[src/rtl/branch_pred_ctrl.sv]
// branch_pred_ctrl: PCSrc owner for the pipelined core.
// Bimodal 2-bit predictor looked up at fetch, branch resolution in EX,
// redirect on mispredict, and a multi-cycle front-end flush sequencer.
// Optional macro BRANCH_PRED_STATS_EN adds branch/mispredict counters.
//
// state  | meaning
// IDLE   | no flush in progress, flush=0
// FLUSH  | squashing IF/ID, flush=1, cnt counts remaining cycles minus one

module branch_pred_ctrl #(
    parameter int INDEX_W      = 4,
    parameter int PC_W         = 32,
    parameter int FLUSH_CYCLES = 2
) (
    input  logic            clk,
    input  logic            rst,
    input  logic            if_valid,
    input  logic            if_is_branch,
    input  logic [PC_W-1:0] if_pc,
    output logic            pred_taken,
    input  logic            ex_valid,
    input  logic            ex_branch,
    input  logic            ex_zero,
    input  logic [PC_W-1:0] ex_pc,
    input  logic            ex_pred_taken,
    output logic            pc_src,
    output logic            redirect,
    output logic            redirect_taken,
    output logic            flush
`ifdef BRANCH_PRED_STATS_EN
    ,
    output logic [31:0]     br_count,
    output logic [31:0]     miss_count
`endif
);

    localparam int ENTRIES = 2 ** INDEX_W;
    localparam int CNT_W   = 3;
    localparam logic [CNT_W-1:0] CNT_LOAD = CNT_W'(FLUSH_CYCLES - 1);

    typedef enum logic {
        IDLE  = 1'b0,
        FLUSH = 1'b1
    } state_t;

    state_t             state;
    logic [CNT_W-1:0]   cnt;
    logic [1:0]         bht [ENTRIES];

    logic [INDEX_W-1:0] if_idx;
    logic [INDEX_W-1:0] ex_idx;
    logic               res;
    logic               unused_pc_bits;

    assign if_idx = if_pc[INDEX_W+1:2];
    assign ex_idx = ex_pc[INDEX_W+1:2];

    // Only the index bits of either PC take part in prediction.
    assign unused_pc_bits = ^{if_pc[PC_W-1:INDEX_W+2], if_pc[1:0],
                              ex_pc[PC_W-1:INDEX_W+2], ex_pc[1:0]};

    // Fetch-side lookup and EX-side resolution are purely combinational.
    always_comb begin
        res            = ex_valid & ex_branch;
        pred_taken     = if_valid & if_is_branch & bht[if_idx][1];
        pc_src         = res & ex_zero;
        redirect       = res & (ex_zero != ex_pred_taken);
        redirect_taken = res & ex_zero;
    end

    // Train the resolved entry with a saturating 2-bit counter.
    // The lookup above reads the old value in the same cycle (no bypass).
    always_ff @(posedge clk or posedge rst) begin
        if (rst) begin
            for (int i = 0; i < ENTRIES; i++) begin
                bht[i] <= 2'b01;
            end
        end else if (res) begin
            if (ex_zero) begin
                if (bht[ex_idx] != 2'b11) begin
                    bht[ex_idx] <= bht[ex_idx] + 2'b01;
                end
            end else begin
                if (bht[ex_idx] != 2'b00) begin
                    bht[ex_idx] <= bht[ex_idx] - 2'b01;
                end
            end
        end
    end

    // Flush sequencer: a redirect (re)starts a FLUSH_CYCLES-long flush window.
    always_ff @(posedge clk or posedge rst) begin
        if (rst) begin
            state <= IDLE;
            cnt   <= '0;
            flush <= 1'b0;
        end else begin
            case (state)
                IDLE: begin
                    if (redirect) begin
                        state <= FLUSH;
                        cnt   <= CNT_LOAD;
                        flush <= 1'b1;
                    end
                end
                FLUSH: begin
                    if (redirect) begin
                        cnt   <= CNT_LOAD;
                        flush <= 1'b1;
                    end else if (cnt == '0) begin
                        state <= IDLE;
                        flush <= 1'b0;
                    end else begin
                        cnt   <= cnt - 1'b1;
                    end
                end
                default: begin
                    state <= IDLE;
                    cnt   <= '0;
                    flush <= 1'b0;
                end
            endcase
        end
    end

`ifdef BRANCH_PRED_STATS_EN
    // Free-running statistics, wrapping modulo 2**32.
    always_ff @(posedge clk or posedge rst) begin
        if (rst) begin
            br_count   <= '0;
            miss_count <= '0;
        end else begin
            if (res) begin
                br_count <= br_count + 32'd1;
            end
            if (redirect) begin
                miss_count <= miss_count + 32'd1;
            end
        end
    end
`endif

endmodule

[config.mk]
export PLATFORM = sky130hd
export DESIGN_NAME = branch_pred_ctrl
export DESIGN_NICKNAME = d
export VERILOG_FILES = /design/src/rtl/branch_pred_ctrl.sv
export SDC_FILE = /design/constraint.sdc
export NUM_CORES = 1
export LEC_CHECK = 0
export CORE_ASPECT_RATIO = 0.7
export CORE_MARGIN = 2
export CORE_UTILIZATION = 41
export CTS_BUF_LIST = sky130_fd_sc_hd__clkbuf_2
export DETAILED_ROUTE_END_ITERATION = 10
export GPL_TIMING_DRIVEN = 0
export PLACE_DENSITY = 0.75
export SLEW_MARGIN = 25
export SYNTH_ARGS = -nofsm -noshare
export SYNTH_HDL_FRONTEND = slang
export SYNTH_SLANG_ARGS = --single-unit
[constraint.sdc]
create_clock -name clk -period 5.01 [get_ports clk]
set_input_delay 0.7515 -clock clk [delete_from_list [all_inputs] [get_ports clk]]
set_output_delay 0.7515 -clock clk [all_outputs]
set_load 0.01 [all_outputs]
==> results of run 1 <==
## power breakdown
| group | total (mW) | switching [mW] | internal, mW |
|---|---|---|---|
| logic | 0.361 | 0.163 | 0.197 |
| clock network | 0.135 | 0.0978 | 0.0374 |
| registers | 0.500 | 0.0660 | 0.434 |
| total | 0.996 | 0.327 | 0.669 |
## final cells by class
class                           instances  area share (%)
Clock buffer                            7            1.48
Tap cell                               69            3.65
Multi-Input combinational cell        117            44.4
Buffer                                  6            1.85
Inverter                                8            1.27
Clock inverter                          1           0.159
Sequential cell                        37            40.0
Timing Repair Buffer                   17            7.20
## cells by family after synthesis
| group | after synthesis | synth area share (%) |
|---|---|---|
| xor+xnor | 3 | 1.27 |
| mux | 52 | 31.3 |
| flops | 37 | 45.7 |
| fa+ha+maj | 4 | 2.42 |
| simple gates | 42 | 9.68 |
| buf+inv | 14 | 3.57 |
| compound gates | 16 | 5.99 |
## worst max-delay path, cell delays in order
cell,delay (ns)
sky130_fd_sc_hd__clkdlybuf4s50_1,0.57
sky130_fd_sc_hd__mux4_2,0.53
sky130_fd_sc_hd__o22ai_1,0.14
sky130_fd_sc_hd__o32ai_1,0.10
sky130_fd_sc_hd__and3_1,0.20
sky130_fd_sc_hd__clkdlybuf4s50_1,0.48
## stage by stage
step / hold slack, ns / std cells / total power, mW / instance area, sq um
2_1_floorplan: 0.489 / 168 / 0.759 / 2070
3_3_place_gp: 0.459 / 254 / 0.852 / 2320
3_5_place_dp: 0.492 / 254 / 0.865 / 2320
4_1_cts: 0.531 / 262 / 1.00 / 2360
5_1_grt: 0.565 / 262 / 1.07 / 2360
6_report: 0.517 / 262 / 0.996 / 2360
## layer usage
layer	GRT usage, %	vias to the layer above	share of wire (%)
met5	0	-	0
met4	2.84	0	0.53
met3	4.98	4	6.7
met2	24.2	44	44
met1	25.5	713	49
li1	-	659	-
## worst paths after layout
check | endpoint | slack (ns) | cells past startpoint
setup / recovery | pred_taken | 1.48 | 6
hold / removal | flush$_DFFE_PP0P_ | 0.52 | 1
setup reg to reg | bht[5]$_DFFE_PP0P_ | 2.00 | 8
hold reg to reg | flush$_DFFE_PP0P_ | 0.52 | 1
max in group asynchronous | bht[21]$_DFFE_PP0P_ | 3.72 | 2
min in group asynchronous | state$_DFF_PP0_ | 0.80 | 2
## layout by cell type, fill, tap and decap left out, drive strengths merged
cell type      synthesis  routed
mux2i                  7       7
and4                   1       1
mux2                  39      39
dfrtp                 21      21
o32ai                  1       1
nor2                  16      16
or2                    1       1
and2                   2       2
a221oi                 1       1
and3                   2       2
clkinv                 0       1
ha                     4       4
buf                    5       5
nand2                 10      10
o221a                  1       1
a211oi                 3       3
mux4                   6       6
xnor2                  3       3
clkbuf                 1       8
o21ai                  4       4
a21o                   1       1
o221ai                 1       1
dfstp                 16      16
nand2b                 3       3
nor2b                  4       4
o22ai                  2       2
o22a                   1       1
a22o                   1       1
clkdlybuf4s50          0      17
inv                    8       8
nand4                  3       3
==> results.yml, run 1 <==
clocking:
  clk-insertion-delay-late_ns: 0.38
  tritoncts.num_buffers: 5
  cts.htree.levels: 2
  cts.sinks: 37
  clkTransAtPathRegs_ns: 0.18
  tritoncts_clock_tree: "yes"
  max-clock-path-buffers: 2
  post-cts-setup-buffer-count: 0
  cts_root_buf: "sky130_fd_sc_hd__clkbuf_2"
  cts_repair_resize_count: 0
  cts-hold-fix-buffers: 0
floorplanning:
  starting_density_of_the_core_pct: 43.0
  design.die.area_sq_mm: 0.00564
  core-area_sq_mm: 0.00481
  number_of_top_level_pins: 77
  die_w_um: 88.9
  floorplan.die.height_um: 63.4
  placementRows: 21
sta:
  finalCritPeriodShare_pct: 70.5
  final-max-slew-violation-count: 0
  setup_viol: 0
  fin_crit_ns: 3.53
  setup_slack_ns: 1.48
  timing.final.hold_violations: 0
  tightestPinTransition_ns: 0.768
  slew-limit-headroom_pct: 48.8
  rsz0062_at_grt: "no"
  finalSetupTns_ns: 0
  finalClockSkew_ns: 0.0124
  max_clock_freq_mhz: 283
global_routing:
  first_global_vias: 1379
  initial_antenna_violation_count: 0
  gr-usage-all-layers_pct: 16.9
  first_pass_grt_wire_length_um: 7120
  grt_max_degree: 38
  global_route.overflow_total: 0
yosys:
  synth_top_area_cell: "sky130_fd_sc_hd__dfrtp_1"
  synth_nets: 244
  count_of_flip_flops_with_a_built_in_enable_after_synthesis: 0
  synth_most_common_cell: "sky130_fd_sc_hd__mux2_2"
  synthTopCellsByArea: "sky130_fd_sc_hd__dfrtp_1 (25%), sky130_fd_sc_hd__mux2_2 (21%), sky130_fd_sc_hd__dfstp_2 (20%), sky130_fd_sc_hd__mux4_2 (5.4%), sky130_fd_sc_hd__mux2i_1 (3.4%)"
  ys_seq_elements: 37
  ys.flop_type: "sky130_fd_sc_hd__dfrtp_1"
  netlist.area_leader.share_pct: 25.4
  seq_area_frac_synth_pct: 45.7
  netlist_top_cells_count: "sky130_fd_sc_hd__mux2_2 (39), sky130_fd_sc_hd__dfrtp_1 (21), sky130_fd_sc_hd__dfstp_2 (16), sky130_fd_sc_hd__nor2_1 (16), sky130_fd_sc_hd__nand2_1 (10)"
  syn_inst: 168
  postSynthAreaPerCell_sq_um: 12.3
  post_synth_instance_area_sq_mm: 0.00207
  yosysWarnings: 0
  yosysUniqueCellTypes: 33
  synth_async_sr_flop_share_pct: 100
power:
  power.density_cell_area_mw_per_mm2: 421
  vdd_drop_max_uv: 213
  p_leak_nw: 1.01
critical_path:
  critical_path_class: "primary input to output port"
  critical_path_required_ns: 4.26
  timing.critical_path.arrival_ns: 2.78
  cp-end-kind: "output port"
  critical_path.startpoint_type: "primary input"
  path_max_fanout: 4
  worst_setup_path_startpoint: "if_pc[4]"
placed_design:
  dpl.hpwl_um: 3280
  port_buffers: 17
  place.gp.congestion: 0.901
  place_ws_ns: 1.35
min_path:
  hp-class: "register to register"
  hp-start: "flush$_DFFE_PP0P_"
layout:
  n_antenna_cell: 0
  final_layout_size_suffix_gt1_share_pct: 39.9
  fin_util_pct: 49.2
  fill_cell_count: 443
  flow.area_growth_from_synthesis_pct: 14.3
  design.final.nets: 268
  regArea_sq_um: 946
  multi_input_area_sq_mm: 0.00105
detailed_routing:
  routed_wl_um: 4360
  wl_per_cell_um: 16.7
  vias_per_cell: 5.42
  vias: 1420
  initialDrtViolationCount: 102
  first_pass_iters: 4
  final_antenna_violating_net_count: 0
  drc_errors: 0
status:
  run_status: "finished, final reports clean"
flow_run:
  maxCapViolCount: 0
Power figures use the tool's default switching activity.
==> run 2: changes to the inputs <==
==> constraint.sdc (replaced) <==
create_clock -name clk -period 3.53 [get_ports clk]
set_input_delay 0.5295 -clock clk [delete_from_list [all_inputs] [get_ports clk]]
set_output_delay 0.5295 -clock clk [all_outputs]
set_load 0.01 [all_outputs]
==> results of run 2 <==
Same layout as run 1 (identical final DEF). Status: finished, final reports clean.
Among the figures that moved: setup slack after placement 1.35 ns -> 0.0884 ns; setup slack after layout 1.48 ns -> 0.442 ns; register-to-register setup slack 2.00 ns -> 0.52 ns; total power 0.996 mW -> 1.41 mW; worst IR drop on VDD 213 uV -> 303 uV
==> run 3: changes to the inputs <==
--- a/config.mk
+++ b/config.mk
@@ -7,11 +7,11 @@
 export LEC_CHECK = 0
 export CORE_ASPECT_RATIO = 0.7
 export CORE_MARGIN = 2
-export CORE_UTILIZATION = 41
+export CORE_UTILIZATION = 46
 export CTS_BUF_LIST = sky130_fd_sc_hd__clkbuf_2
 export DETAILED_ROUTE_END_ITERATION = 10
 export GPL_TIMING_DRIVEN = 0
-export PLACE_DENSITY = 0.75
+export PLACE_DENSITY = 0.83
 export SLEW_MARGIN = 25
 export SYNTH_ARGS = -nofsm -noshare
 export SYNTH_HDL_FRONTEND = slang
==> results.yml, run 3 (synthesized netlist as in run 1, its figures left out) <==
min_path:
  hp-class: "register to register"
  hp-start: "flush$_DFFE_PP0P_"
  min_path_cells: 1
floorplanning:
  design.die.area_sq_mm: 0.00506
  placementRows: 20
  starting_density_of_the_core_pct: 47.8
  number_of_top_level_pins: 77
  floorplan.die.height_um: 60.1
  die_w_um: 84.1
  core-area_sq_mm: 0.00433
clocking:
  clk-insertion-delay-late_ns: 0.39
  tritoncts_clock_tree: "yes"
  tritoncts.num_buffers: 5
  cts_repair_resize_count: 0
  max-clock-path-buffers: 2
  cts-hold-fix-buffers: 0
  clkTransAtPathRegs_ns: 0.16
  cts.htree.levels: 2
  post-cts-setup-buffer-count: 0
  cts.sinks: 37
  cts_root_buf: "sky130_fd_sc_hd__clkbuf_2"
global_routing:
  gr-usage-all-layers_pct: 18.3
  global_route.overflow_total: 0
  first_pass_grt_wire_length_um: 6890
  initial_antenna_violation_count: 0
  grt_max_degree: 38
  first_global_vias: 1327
detailed_routing:
  drc_errors: 0
  first_pass_iters: 4
  routed_wl_um: 4130
  vias_per_cell: 5.51
  wl_per_cell_um: 16.6
  final_antenna_violating_net_count: 0
  vias: 1367
  initialDrtViolationCount: 118
placed_design:
  place_ws_ns: 0.202
  dpl.hpwl_um: 3130
  port_buffers: 17
  place.gp.congestion: 0.875
  numPlacedInstances: 240
sta:
  setup_slack_ns: 0.454
  slew-limit-headroom_pct: 48.3
  timing.final.hold_violations: 0
  finalClockSkew_ns: 0.0286
  rsz0062_at_grt: "no"
  finalCritPeriodShare_pct: 87.1
  max_clock_freq_mhz: 325
  worst_hold_slack_ns: 0.498
  setup_viol: 0
  tightestPinTransition_ns: 0.775
  fin_crit_ns: 3.08
  final-max-slew-violation-count: 0
  finalSetupTns_ns: 0
layout:
  final_layout_size_suffix_gt1_share_pct: 39.9
  final_common_cell: "sky130_fd_sc_hd__mux2_2"
  flow.area_growth_from_synthesis_pct: 13.4
  n_antenna_cell: 0
  design.final.nets: 268
  fill_cell_count: 374
  final_cells: 248
  most-common-layout-cells: "sky130_fd_sc_hd__mux2_2 (39), sky130_fd_sc_hd__dfrtp_1 (21), sky130_fd_sc_hd__clkdlybuf4s50_1 (17)"
critical_path:
  critical_path.cell_chain: "clkdlybuf4s50_1 -> mux4_2 -> o22ai_1 -> o32ai_1 -> and3_1 -> clkdlybuf4s50_1"
  worst_setup_path_startpoint: "if_pc[4]"
  critical_path_required_ns: 3.00
  worstRegToRegCells: 9
  timing.critical_path.mode_cell: "sky130_fd_sc_hd__clkdlybuf4s50_1"
  timing.critical_path.arrival_ns: 2.55
  cp-end-kind: "output port"
  critical_path.startpoint_type: "primary input"
  crit-reg2reg-launch: "bht[9]$_DFFE_PP0P_"
  critical_path_class: "primary input to output port"
  critical_path.slowest_cell: "sky130_fd_sc_hd__clkdlybuf4s50_1"
  path_max_fanout: 4
  critical-path-max-stage-delay_ns: 0.58
power:
  power.density_cell_area_mw_per_mm2: 595
  p_leak_nw: 1.01
  vdd_drop_max_uv: 253
  total_power_mw: 1.40
flow_run:
  maxCapViolCount: 0
status:
  run_status: "finished, final reports clean"
[run 3: cell counts in the layout (fill, tap and decap cells not counted)]
No cell type changed its count.
[run 3: cell type report]
class	instances	area, sq um	area share, %
inverter	8	30.0	1.28
buffer	6	43.8	1.87
clock buffer	7	35.0	1.49
multi-input combinational	117	1050	44.7
timing repair buffer	17	170	7.25
tap	55	68.8	2.93
sequential	37	946	40.3
clock inverter	1	3.75	0.160
[run 3: metal layers]
| metal | GRT usage [%] | wire length (um) |
|---|---|---|
| met5 | 0 | 0 |
| met4 | 7.14 | 48 |
| met3 | 4.56 | 228 |
| met2 | 26.0 | 1830 |
| met1 | 26.8 | 2020 |
[run 3: through the flow]
step / util (%) / area [sq um]
floorplan: - / 2070
global placement: 53.3 / 2310
detailed placement: 53.3 / 2310
CTS: 54.2 / 2350
global route: 54.2 / 2350
finish: 54.2 / 2350
[run 3: report_power, final]
part / switching, mW / internal (mW) / total [mW] / leakage (nW)
Sequential: 0.0914 / 0.616 / 0.708 / 0.434
Combinational: 0.226 / 0.280 / 0.505 / 0.546
Clock: 0.131 / 0.0530 / 0.184 / 0.0306
[run 3: worst paths after layout]
check	to	slack [ns]
worst max-delay path	pred_taken	0.45
worst max register to register	bht[29]$_DFFE_PP0P_	0.56
min in group asynchronous	bht[9]$_DFFE_PP0P_	0.57
worst min register to register	flush$_DFFE_PP0P_	0.50
max in group asynchronous	cnt[0]$_DFFE_PP0P_	2.45
worst min-delay path	flush$_DFFE_PP0P_	0.50
[run 3: worst max-delay path, delay by kind of cell]
kind	cells	cell delay, ns
buffers and inverters	2	1.05
multiplexers	1	0.53
AND/OR/NAND/NOR	1	0.18
AO/OA/AOI/OAI	2	0.24
